[config.mk]
export PLATFORM = sky130hd
export DESIGN_NAME = sat_counter
export DESIGN_NICKNAME = d
export VERILOG_FILES = /design/src/rtl/sat_counter.sv
export SDC_FILE = /design/constraint.sdc
export NUM_CORES = 1
export LEC_CHECK = 0
export ABC_CLOCK_PERIOD_IN_PS = 5200
export CAP_MARGIN = 40
export CORE_ASPECT_RATIO = 0.75
export CORE_MARGIN = 1.5
export CORE_UTILIZATION = 54
export DETAILED_ROUTE_END_ITERATION = 6
export GPL_TIMING_DRIVEN = 1
export PLACE_DENSITY = 0.85
export SLEW_MARGIN = 20
export SYNTH_ARGS = -nofsm -noshare
export SYNTH_HDL_FRONTEND = slang
export SYNTH_SLANG_ARGS = --single-unit
[constraint.sdc]
create_clock -name clk_i -period 5.2 [get_ports clk_i]
set_clock_uncertainty 0.15 [all_clocks]
set_input_delay 1.04 -clock clk_i [delete_from_list [all_inputs] [get_ports clk_i]]
set_output_delay 1.04 -clock clk_i [all_outputs]
set_load 0.03 [all_outputs]
[src/rtl/sat_counter.sv]
// rtl/sat_counter.sv - saturating event counter with synchronous clear
// Purpose: counts inc_i pulses, sticks at all-ones, clr_i wins over inc_i.
// Ports: clk_i clock, rst_i async active-high reset, clr_i sync clear,
//        inc_i increment strobe, count_o current count.
module sat_counter #(
    parameter int W = 32
) (
    input  logic         clk_i,
    input  logic         rst_i,
    input  logic         clr_i,
    input  logic         inc_i,
    output logic [W-1:0] count_o
);

    logic [W-1:0] count_q;
    logic [W-1:0] count_d;

    always_comb begin
        count_d = count_q;
        if (clr_i) begin
            count_d = '0;
        end else if (inc_i && (count_q != '1)) begin
            count_d = count_q + W'(1);
        end
    end

    always_ff @(posedge clk_i or posedge rst_i) begin
        if (rst_i) begin
            count_q <= '0;
        end else begin
            count_q <= count_d;
        end
    end

    assign count_o = count_q;

endmodule

=== After elaboration in Yosys (flattened, before gate mapping) ===
Index checks and enable logic that the tools add are counted.

* Bits in registers: 32
* Input bits: 4
* Output and inout port bits: 32
* Word-level logic and storage cells: 7

* Add/subtract/negate cells: 1
* Equality and inequality tests: 1
* Mux-type cells: 2
* Reductions and logical operators: 2

{| class="wikitable"
|+ Operators with widths
! operator !! number
|-
| two-way mux 32 bit || 2
|-
| adder 32 x 1 -> 32 bit, second input constant || 1
|-
| != test 32 bit, second input constant || 1
|-
| nonzero test 2 bit || 1
|-
| logical AND 1 bit || 1
|}

=== Longest topological paths before layout ===
Gate-level depths: netlist of the first run.

* Depth in word-level cells: 4
* Gate-level depth with buffers: 7
* Gate-level depth less buffers: 6

=== Worst setup path before layout of the first run ===
Ideal clock, no wire load.

* Path type: input-to-reg
* From: input inc_i
* To: register count_q[19], in the netlist count_o[19]
* Setup time: 0.078 ns
* Arrival time: 2.379 ns
* Data required time: 4.972 ns
* Slack: 2.593 ns
* Stages on the path: 6
* Buffers on the path: 1
* Cell sequence: nand4_1 > nor3_1 > o311ai_1 > buf_2 > or4_1 > a21oi_1

* Longest elaborated chain between the ends: 2

{| class="wikitable"
|+ Ends and longest elaborated chain
! item !! RTL line !! text
|-
| start: declaration || 11 || <nowiki>input logic inc_i,</nowiki>
|-
| logical AND 1 bit || 22 || <nowiki>end else if (inc_i && (count_q != '1)) begin</nowiki>
|-
| nonzero test 2 bit (no source line) || n/a ||
|-
| end signal: assignment || 31 || <nowiki>count_q <= count_d;</nowiki>
|-
| end: declaration || 15 || <nowiki>logic [W-1:0] count_q;</nowiki>
|}

No other way between the ends.
A chain may end at the register's enable or synchronous reset.

=== Worst setup path after layout of the first run ===
* From: input inc_i
* To: register count_q[27], in the netlist count_o[27]

The elaborated chain is that of the path after synthesis.

==> metrics.cfg, run 1 <==
[status]
outcome=completed

[clock_network]
clk_latency_ps=290
cts_sinks=32
cts.hold.buffers_added=0
cts_tree=done
cts_max_level=2
cts_root_buf=clkbuf_8
cts_setup_buffers=0
cts_buffers=5
cts.clk_slew.worst_paths_ps=60
clockBufferDepth=2
post_cts_resized=0

[yosys]
yosys-top-cells-area=dfrtp_1, a21oi_1, o31ai_1
postSynthAreaPerCell_um2=9.357
synth-seq-area-share=0.4601
synth_nets=191
synth_top_family_by_area=simple AND/OR/NAND/NOR gates
synth_fa_ha_area_frac=0.007189
synth_simple_gate_area_share=0.2588
muxShareOfSynthArea=0.005751
ys_ff_latch=32
synth_warnings=0
synth_top_area_cell=dfrtp_1
post_synth_num_cell_types=33
syn_inst=186
netlist.area_leader.share=0.4601
synth_xor_area_frac=0.01510
netlist_area_mm2=0.001740
synth_compound_area_frac=0.2178

[timing]
grt_setup_unrepaired=no
finalSetupTns_ps=0
whs_ps=440.3
tightest_slew_ps=810.1
max_freq_mhz=324.1
fin_crit_sh=0.5934
post-route-min-period_ps=3086
hold_viol_final=0
maxSlewViolCount=0
setup_violations=0
relSlewSlack=0.4540

[die]
core_area_mm2=0.002999
start_util=0.5803
dieArea_mm2=0.003576
die_w_um=68.56
die_height_um=52.17
ios=36
fp-row-count=17

[finish]
syn2layout_area_growth_pct=28.18
final_layout_size_suffix_gt1_frac=0.06167
stdcell_count=265
layout.nets=231
largest_reg_flops=32
multi_input_area_um2=878.3
fillers=219
regArea_um2=800.8
layout_common_cells=clkdlybuf4s50_1, dfrtp_1, a21oi_1, o31ai_1, or4_1
final_cell_area_mm2=0.002231
insertedDiodeCount=0
final_common_cell=clkdlybuf4s50_1

[worst_setup_path]
worstPathArrival_ps=3140
crit_slowest_cell=clkdlybuf4s50_1
end_kind=flip-flop
cp-start-kind=input port
worstPathRequired_ps=5250
critPathMaxFanout=15
path_cells=clkdlybuf4s50_1 > nand4_1 > nor3_1 > o311ai_1 > buf_4 > or4_1 > a21oi_1
path_depth=7
crit_buf_inv=2
critPathKind=input port to flip-flop
cp_slowest_stage_delay_ps=520
reg2reg_depth=6
cpLargestDelayFamily=simple AND/OR/NAND/NOR gates

[detailed_routing]
drc_errors=0
firstDrtPassIters=5
routed-via-count=1792
finalWirelength_um=4660
drtIter0Drc=141
ant_nets=0
viasPerCell=6.762
wl_per_cell_um=17.58

[global_routing]
track_usage=0.2917
antenna_found_initial=0
grt_pass1_wl_um=7679
grt_pass1_vias=1649
grt-ovfl-total=0
grt_max_degree=33

[min_path]
holdCritPathClass=flip-flop to flip-flop
whs_path_depth=2

[power]
irDropWorstVdd_uv=167.5
p_leak_uw=0.0008184
power_density_mw_per_mm2=212.8

[placed_design]
place_area_mm2=0.002141
dp.cells=257
dp_hpwl_um=3189
place_congestion=0.9123
port_buffers=35

[flow_run]
maxCapViolations=0

## worst register-to-register path, cell delays in order, from the launching register on
cell and delay, ps:
dfrtp_1 420, ha_1 220, nand2_1 150, or4_4 490, or3_4 430, or4_1 500
a21oi_1 220
## cell usage after synthesis (all sizes together)
master	instances
nand3	10
or3	13
o21ba	1
buf	2
a21oi	27
ha	1
o311ai	2
and4	4
or4	15
o41ai	2
o31ai	15
o31a	1
nand4	7
and3	3
inv	8
nand2	11
o211a	1
nor3	1
and2	1
xnor2	2
clkbuf	4
mux2i	1
o21ai	12
nor2	6
xor2	1
nor4	3
dfrtp	32
## report_power, final
part           internal (uW)  switching [uW]  leakage (uW)  total (uW)
Clock                    108            89.1     0.0000455         197
Combinational           8.79            16.4      0.000327        25.2
Sequential               251            2.10      0.000446         253
Total                    367             108      0.000818         475
## metrics by stage
step	utilization	setup slack (ps)	power (uW)
floorplan	-	2593	271.1
global placement	0.7076	1945	280.1
detailed placement	0.7138	1840	282.5
CTS	0.7438	2143	475.1
global route	0.7438	2006	490.1
finish	0.7438	2114	474.8
## worst paths after layout
| path | start | to | slack, ps |
|---|---|---|---|
| hold / removal | count_o[15] | count_o[15] | 440 |
| max in group asynchronous | rst_i | count_o[13] | 3600 |
| min in group asynchronous | rst_i | count_o[6] | 1000 |
| hold reg to reg | count_o[15] | count_o[15] | 440 |
| setup reg to reg | count_o[0] | count_o[30] | 2520 |
| setup / recovery | inc_i | count_o[27] | 2110 |
## per-layer routing
metal,vias up,wire length [um],global-route usage
li1,806,-,-
met5,-,0,0
met1,879,1948,0.3727
met2,94,2336,0.4888
met3,13,303,0.05844
met4,0,71,0.1033
## kinds of logic after synthesis
group / Yosys count
fa+ha+maj: 1
buf+inv: 14
flops: 32
simple gates: 74
xor+xnor: 3
compound gates: 61
mux: 1
## cell type report
| class | count | share of cell area |
|---|---|---|
| Clock buffer | 8 | 0.04038 |
| Timing Repair Buffer | 39 | 0.1722 |
| Multi-Input combinational cell | 140 | 0.3937 |
| Tap cell | 38 | 0.02131 |
| Sequential cell | 32 | 0.3589 |
| Inverter | 8 | 0.01346 |
Power figures use the tool's default switching activity.
==> run 2: changes to the inputs <==
--- a/config.mk
+++ b/config.mk
@@ -5,14 +5,14 @@
 export SDC_FILE = /design/constraint.sdc
 export NUM_CORES = 1
 export LEC_CHECK = 0
-export ABC_CLOCK_PERIOD_IN_PS = 5200
+export ABC_CLOCK_PERIOD_IN_PS = 3100
 export CAP_MARGIN = 40
 export CORE_ASPECT_RATIO = 0.75
 export CORE_MARGIN = 1.5
-export CORE_UTILIZATION = 54
+export CORE_UTILIZATION = 51
 export DETAILED_ROUTE_END_ITERATION = 6
 export GPL_TIMING_DRIVEN = 1
-export PLACE_DENSITY = 0.85
+export PLACE_DENSITY = 0.81
 export SLEW_MARGIN = 20
 export SYNTH_ARGS = -nofsm -noshare
 export SYNTH_HDL_FRONTEND = slang
==> constraint.sdc (replaced) <==
create_clock -name clk_i -period 3.1 [get_ports clk_i]
set_clock_uncertainty 0.15 [all_clocks]
set_input_delay 0.62 -clock clk_i [delete_from_list [all_inputs] [get_ports clk_i]]
set_output_delay 0.62 -clock clk_i [all_outputs]
set_load 0.03 [all_outputs]
==> run 2 against run 1 <==
  * Hold slack better by 0.93 ps
  * First-iteration DRC count is 2.8% lower
  * Setup slack got worse by 1600 ps
  * Global-route usage is 3.7 points lower
  * Flip-flop and latch count did not move
  * Sequential power rose by 67%
  * Critical path type is now flip-flop to flip-flop
  * Critical endpoint is now count_o[26]
  * Largest power group unchanged
==> metrics.cfg, run 2 (same netlist as run 1, synthesis figures left out) <==
[finish]
layout.nets=233  ; +0.87%
final_layout_size_suffix_gt1_frac=0.07895  ; +0.01727
final_common_cell=clkdlybuf4s50_1
largest_reg_flops=32  ; unchanged
fin_util=0.6893  ; -0.05457
layout_common_cells=clkdlybuf4s50_1, dfrtp_1, a21oi_1, o31ai_1, or4_1
insertedDiodeCount=0  ; unchanged
syn2layout_area_growth_pct=29.33

[placed_design]
port_buffers=35  ; unchanged
place_congestion=0.7861  ; -14%
dp_hpwl_um=3143  ; -1.4%
dpl_worst_slack_ps=319.1  ; -1520 ps

[timing]
hold_viol_final=0  ; unchanged
post-route-min-period_ps=2541
maxSlewViolCount=0  ; unchanged
whs_ps=441.2  ; +0.9250 ps
setup_slack_ps=559.1  ; -1555 ps
tightest_slew_ps=762.5  ; -47.57 ps
fin_crit_sh=0.8196
relSlewSlack=0.4873  ; +0.03328
grt_setup_unrepaired=no
setup_violations=0  ; unchanged
finalSetupTns_ps=0  ; unchanged
max_freq_mhz=393.6

[clock_network]
cts_setup_buffers=0  ; unchanged
cts_max_level=2  ; unchanged
cts_buffers=5  ; unchanged
clockBufferDepth=2  ; unchanged
cts_root_buf=clkbuf_8
cts_tree=done
cts.clk_slew.worst_paths_ps=70  ; about the same
cts_sinks=32  ; unchanged
clk_latency_ps=290  ; about the same
cts.hold.buffers_added=0  ; unchanged
post_cts_resized=0  ; unchanged

[worst_setup_path]
path_cells=ha_1 > nand2_1 > or4_4 > or3_4 > or4_1 > a21oi_1
cp-start-kind=flip-flop
worstPathRequired_ps=3170  ; -2080 ps
critPathKind=flip-flop to flip-flop
crit_buf_inv=0  ; -2
cp-startpoint=count_o[1]
cp_slowest_stage_delay_ps=510  ; about the same
critPathMaxFanout=14  ; -1
reg2reg_from=count_o[1]
cpLargestDelayFamily=simple AND/OR/NAND/NOR gates
crit_slowest_cell=or4_1
end_kind=flip-flop
worstPathArrival_ps=2610  ; -530 ps

[status]
outcome=completed

[min_path]
worstHoldStart=count_o[23]
holdCritPathClass=flip-flop to flip-flop

[power]
power_density_mw_per_mm2=362.7  ; +70%
irDropWorstVdd_uv=219.8  ; +31%
p_leak_uw=0.0008325  ; +1.7%
finalPower_uw=816.5  ; +72%

[die]
dieArea_mm2=0.003776  ; +5.6%
core_area_mm2=0.003266  ; +8.9%
die_w_um=70.46  ; +2.8%
ios=36  ; unchanged
die_height_um=53.59  ; +2.7%
fp-row-count=18  ; +1
start_util=0.5330  ; -0.04736

[flow_run]
maxCapViolations=0  ; unchanged

[detailed_routing]
ant_nets=0  ; unchanged
finalWirelength_um=4541  ; -2.6%
routed-via-count=1753  ; -2.2%
wl_per_cell_um=16.94  ; -3.6%
viasPerCell=6.541  ; -3.3%
drc_errors=0  ; unchanged
firstDrtPassIters=4  ; -1
drtIter0Drc=137  ; -2.8%

[global_routing]
grt_max_degree=33  ; unchanged
antenna_found_initial=0  ; unchanged
grt_pass1_vias=1560  ; -5.4%
grt-ovfl-total=0  ; unchanged
grt_pass1_wl_um=7355  ; -4.2%
track_usage=0.2551  ; -0.03657

run 2: cell types whose count changed in the layout (fill, tap and decap cells not counted):
cell / previous run / this run
buf_8: 1 / 0
clkbuf_1: 2 / 0
buf_1: 1 / 0
buf_4: 2 / 6
clkbuf_8: 6 / 7
run 2: area by class of cell:
type,instances,area [um^2]
fill,234,1015
timing repair buffer,41,395.4
multi-input combinational,140,878.3
clock buffer,7,96.34
tap,40,50.05
inverter,8,30.03
sequential,32,800.8
run 2: power by group:
part | leakage (uW) | total [uW] | internal (uW) | switching (uW)
logic | 0.000336 | 42.3 | 14.6 | 27.7
registers | 0.000446 | 423 | 420 | 3.20
clock network | 0.0000503 | 351 | 198 | 153
run 2: tightest hold or removal path, stage by stage, from the launching register on:
cell     delay, ps
dfrtp_1        410
o31ai_1         80
a21oi_1         60
run 2: final timing paths:
check | cells after the start | slack (ps) | to
min in group asynchronous | 3 | 570 | count_o[28]
worst max-delay path | 6 | 560 | count_o[26]
worst min register to register | 2 | 440 | count_o[23]
worst max register to register | 6 | 560 | count_o[26]
worst min-delay path | 2 | 440 | count_o[23]
max in group asynchronous | 3 | 1910 | count_o[5]
run 2: through the flow:
step / instance area [um^2] / cells
CTS: 2251 / 268
detailed placement: 2155 / 261
finish: 2251 / 268
global route: 2251 / 268
floorplan: 1740 / 186
global placement: 2155 / 261
run 2: layer usage:
| layer | global-route usage | share of wire | up-vias |
|---|---|---|---|
| li1 | - | - | 809 |
| met1 | 0.3317 | 0.45 | 873 |
| met2 | 0.4214 | 0.49 | 63 |
| met3 | 0.08240 | 0.058 | 8 |
| met4 | 0.06410 | 0.0081 | 0 |
| met5 | 0 | 0 | - |
==> run 3: changes to the inputs <==
--- a/config.mk
+++ b/config.mk
@@ -5,14 +5,14 @@
 export SDC_FILE = /design/constraint.sdc
 export NUM_CORES = 1
 export LEC_CHECK = 0
-export ABC_CLOCK_PERIOD_IN_PS = 3100
+export ABC_CLOCK_PERIOD_IN_PS = 2200
 export CAP_MARGIN = 40
 export CORE_ASPECT_RATIO = 0.75
 export CORE_MARGIN = 1.5
-export CORE_UTILIZATION = 51
+export CORE_UTILIZATION = 46
 export DETAILED_ROUTE_END_ITERATION = 6
 export GPL_TIMING_DRIVEN = 1
-export PLACE_DENSITY = 0.81
+export PLACE_DENSITY = 0.77
 export SLEW_MARGIN = 20
 export SYNTH_ARGS = -nofsm -noshare
 export SYNTH_HDL_FRONTEND = slang
==> constraint.sdc (replaced) <==
create_clock -name clk_i -period 2.2 [get_ports clk_i]
set_clock_uncertainty 0.15 [all_clocks]
set_input_delay 0.44 -clock clk_i [delete_from_list [all_inputs] [get_ports clk_i]]
set_output_delay 0.44 -clock clk_i [all_outputs]
set_load 0.03 [all_outputs]
==> run 3 against run 2 <==
  * Setup slack worse by 670 ps
  * Non-clock buffer count is 53 higher
  * Largest power group unchanged
  * Critical path type unchanged
  * Global-route usage is 0.15 points higher
  * The flow now finishes with violations (negative setup slack)
  * Final cell count is 25% higher
  * Count of clock-buffer cells in the layout is 1 higher
==> metrics.cfg, run 3 (same netlist as run 1, synthesis figures left out) <==
[detailed_routing]
finalWirelength_um=5323  ; +17%
ant_nets=0  ; unchanged
drc_errors=0  ; unchanged
routed-via-count=1909  ; +8.9%
drtIter0Drc=161  ; +18%
wl_per_cell_um=15.94  ; -5.9%
firstDrtPassIters=6  ; +2
viasPerCell=5.716  ; -13%

[timing]
maxSlewViolCount=0  ; unchanged
finalSetupTns_ps=-884.2  ; -884.2 ps
setup_slack_ps=-114.4  ; -673.5 ps
relSlewSlack=0.7097  ; +0.2224
post-route-min-period_ps=2314  ; -226.5 ps
grt_setup_unrepaired=yes
max_freq_mhz=432.1  ; +9.8%
setup_violations=14  ; +14
fin_crit_sh=1.052  ; +0.2324
hold_viol_final=0  ; unchanged
tightest_slew_ps=433.8  ; -328.7 ps

[clock_network]
cts.clk_slew.worst_paths_ps=70  ; about the same
cts_root_buf=clkbuf_8
cts.hold.buffers_added=0  ; unchanged
cts_tree=done
clk_latency_ps=280  ; about the same
cts_sinks=32  ; unchanged
clockBufferDepth=2  ; unchanged
cts_buffers=5  ; unchanged
cts_max_level=2  ; unchanged

[flow_run]
maxCapViolations=0  ; unchanged

[finish]
layout_common_cells=buf_4, clkdlybuf4s50_1, a21oi_1, dfrtp_1
insertedDiodeCount=0  ; unchanged
final_layout_size_suffix_gt1_frac=0.3617  ; +0.2828
final_common_cell=buf_4
syn2layout_area_growth_pct=61.61
stdcell_count=334  ; +25%
final_cell_area_mm2=0.002813  ; +25%
layout.nets=286  ; +23%
largest_reg_flops=32  ; unchanged

[placed_design]
place_area_mm2=0.002560  ; +19%
dp.cells=320  ; +23%
place_congestion=0.7995  ; +1.7%
dp_hpwl_um=3345  ; +6.4%
port_buffers=35  ; unchanged

[power]
p_leak_uw=0.001106  ; +33%
power_density_mw_per_mm2=405.3  ; +12%
irDropWorstVdd_uv=389.9  ; +77%

[worst_setup_path]
critPathKind=flip-flop to flip-flop
critPathMaxFanout=8  ; -6
worstPathRequired_ps=2270  ; -900 ps
worstPathArrival_ps=2380  ; -230 ps
reg2reg_slack_ps=-110  ; -670 ps
cp-start-kind=flip-flop
end_kind=flip-flop

[die]
ios=36  ; unchanged
start_util=0.4785  ; -0.05445
die_height_um=56.27  ; +5.0%
die_w_um=74.03  ; +5.1%
dieArea_mm2=0.004165  ; +10%
fp-row-count=19  ; +1
core_area_mm2=0.003637  ; +11%

[global_routing]
track_usage=0.2566  ; +0.001499
grt-ovfl-total=0  ; unchanged
grt_max_degree=33  ; unchanged
antenna_found_initial=0  ; unchanged
grt_pass1_wl_um=8211  ; +12%
grt_pass1_vias=1810  ; +16%

[min_path]
holdCritPathClass=input port to async pin

[status]
outcome=finished, violations left
violations=negative setup slack

[run 3: cell count changes in the layout (fill, tap and decap cells not counted), sizes merged]
cell | previous run | this run
dlymetal6s2s | 0 | 1
clkbuf | 7 | 8
buf | 6 | 59
clkdlybuf4s50 | 35 | 34
[run 3: where the power goes]
group | internal [uW] | switching [uW] | leakage [uW]
Combinational | 31.0 | 45.6 | 0.000632
Clock | 255 | 211 | 0.0000455
Sequential | 593 | 4.20 | 0.000428
[run 3: final timing paths]
path	start	end	cells after the start
max	count_o[0]	count_o[26]	6
min	rst_i	count_o[30]	3
max reg2reg	count_o[0]	count_o[26]	6
min reg2reg	count_o[23]	count_o[23]	2
max in group asynchronous	rst_i	count_o[8]	3
min in group clk_i	count_o[23]	count_o[23]	2
[run 3: per-stage QoR]
step	total power (uW)	util	setup WS, ps	hold WS, ps
floorplan	644.3	-	-214.0	405.4
global placement	680.7	0.7028	-300.6	428.4
detailed placement	682.9	0.7038	-340.3	447.9
CTS	1140	0.7393	-94.49	409.4
global route	1188	0.7733	-159.1	451.7
finish	1140	0.7733	-114.4	393.3
[run 3: layout make-up]
class,instances,area [um^2]
inverters,8,30.03
well taps,52,65.06
fillers,260,824.5
flip-flops and latches,32,814.5
repair buffers,94,819.5
multi-input cells,140,993.5
clock buffers,8,90.09
[run 3: worst max-delay path: stages, from the launching register on]
cell and delay (ps):
dfrtp_2 390, ha_4 140, nand2_2 60, or4_4 450, or3_4 420, or4_4 500, a21oi_2 130
[run 3: timing repair]
action                     CTS  global route
setup endpoints to repair   11            30
pin swaps                    2             5
buffers inserted             3             2
cloned                       0             1
gates resized for setup      5            25
[run 3: metal layers]
metal | routed length (um) | track usage
met5 | 0 | 0
met2 | 2619 | 0.4082
met4 | 72 | 0.08201
met1 | 2434 | 0.3520
met3 | 197 | 0.04847
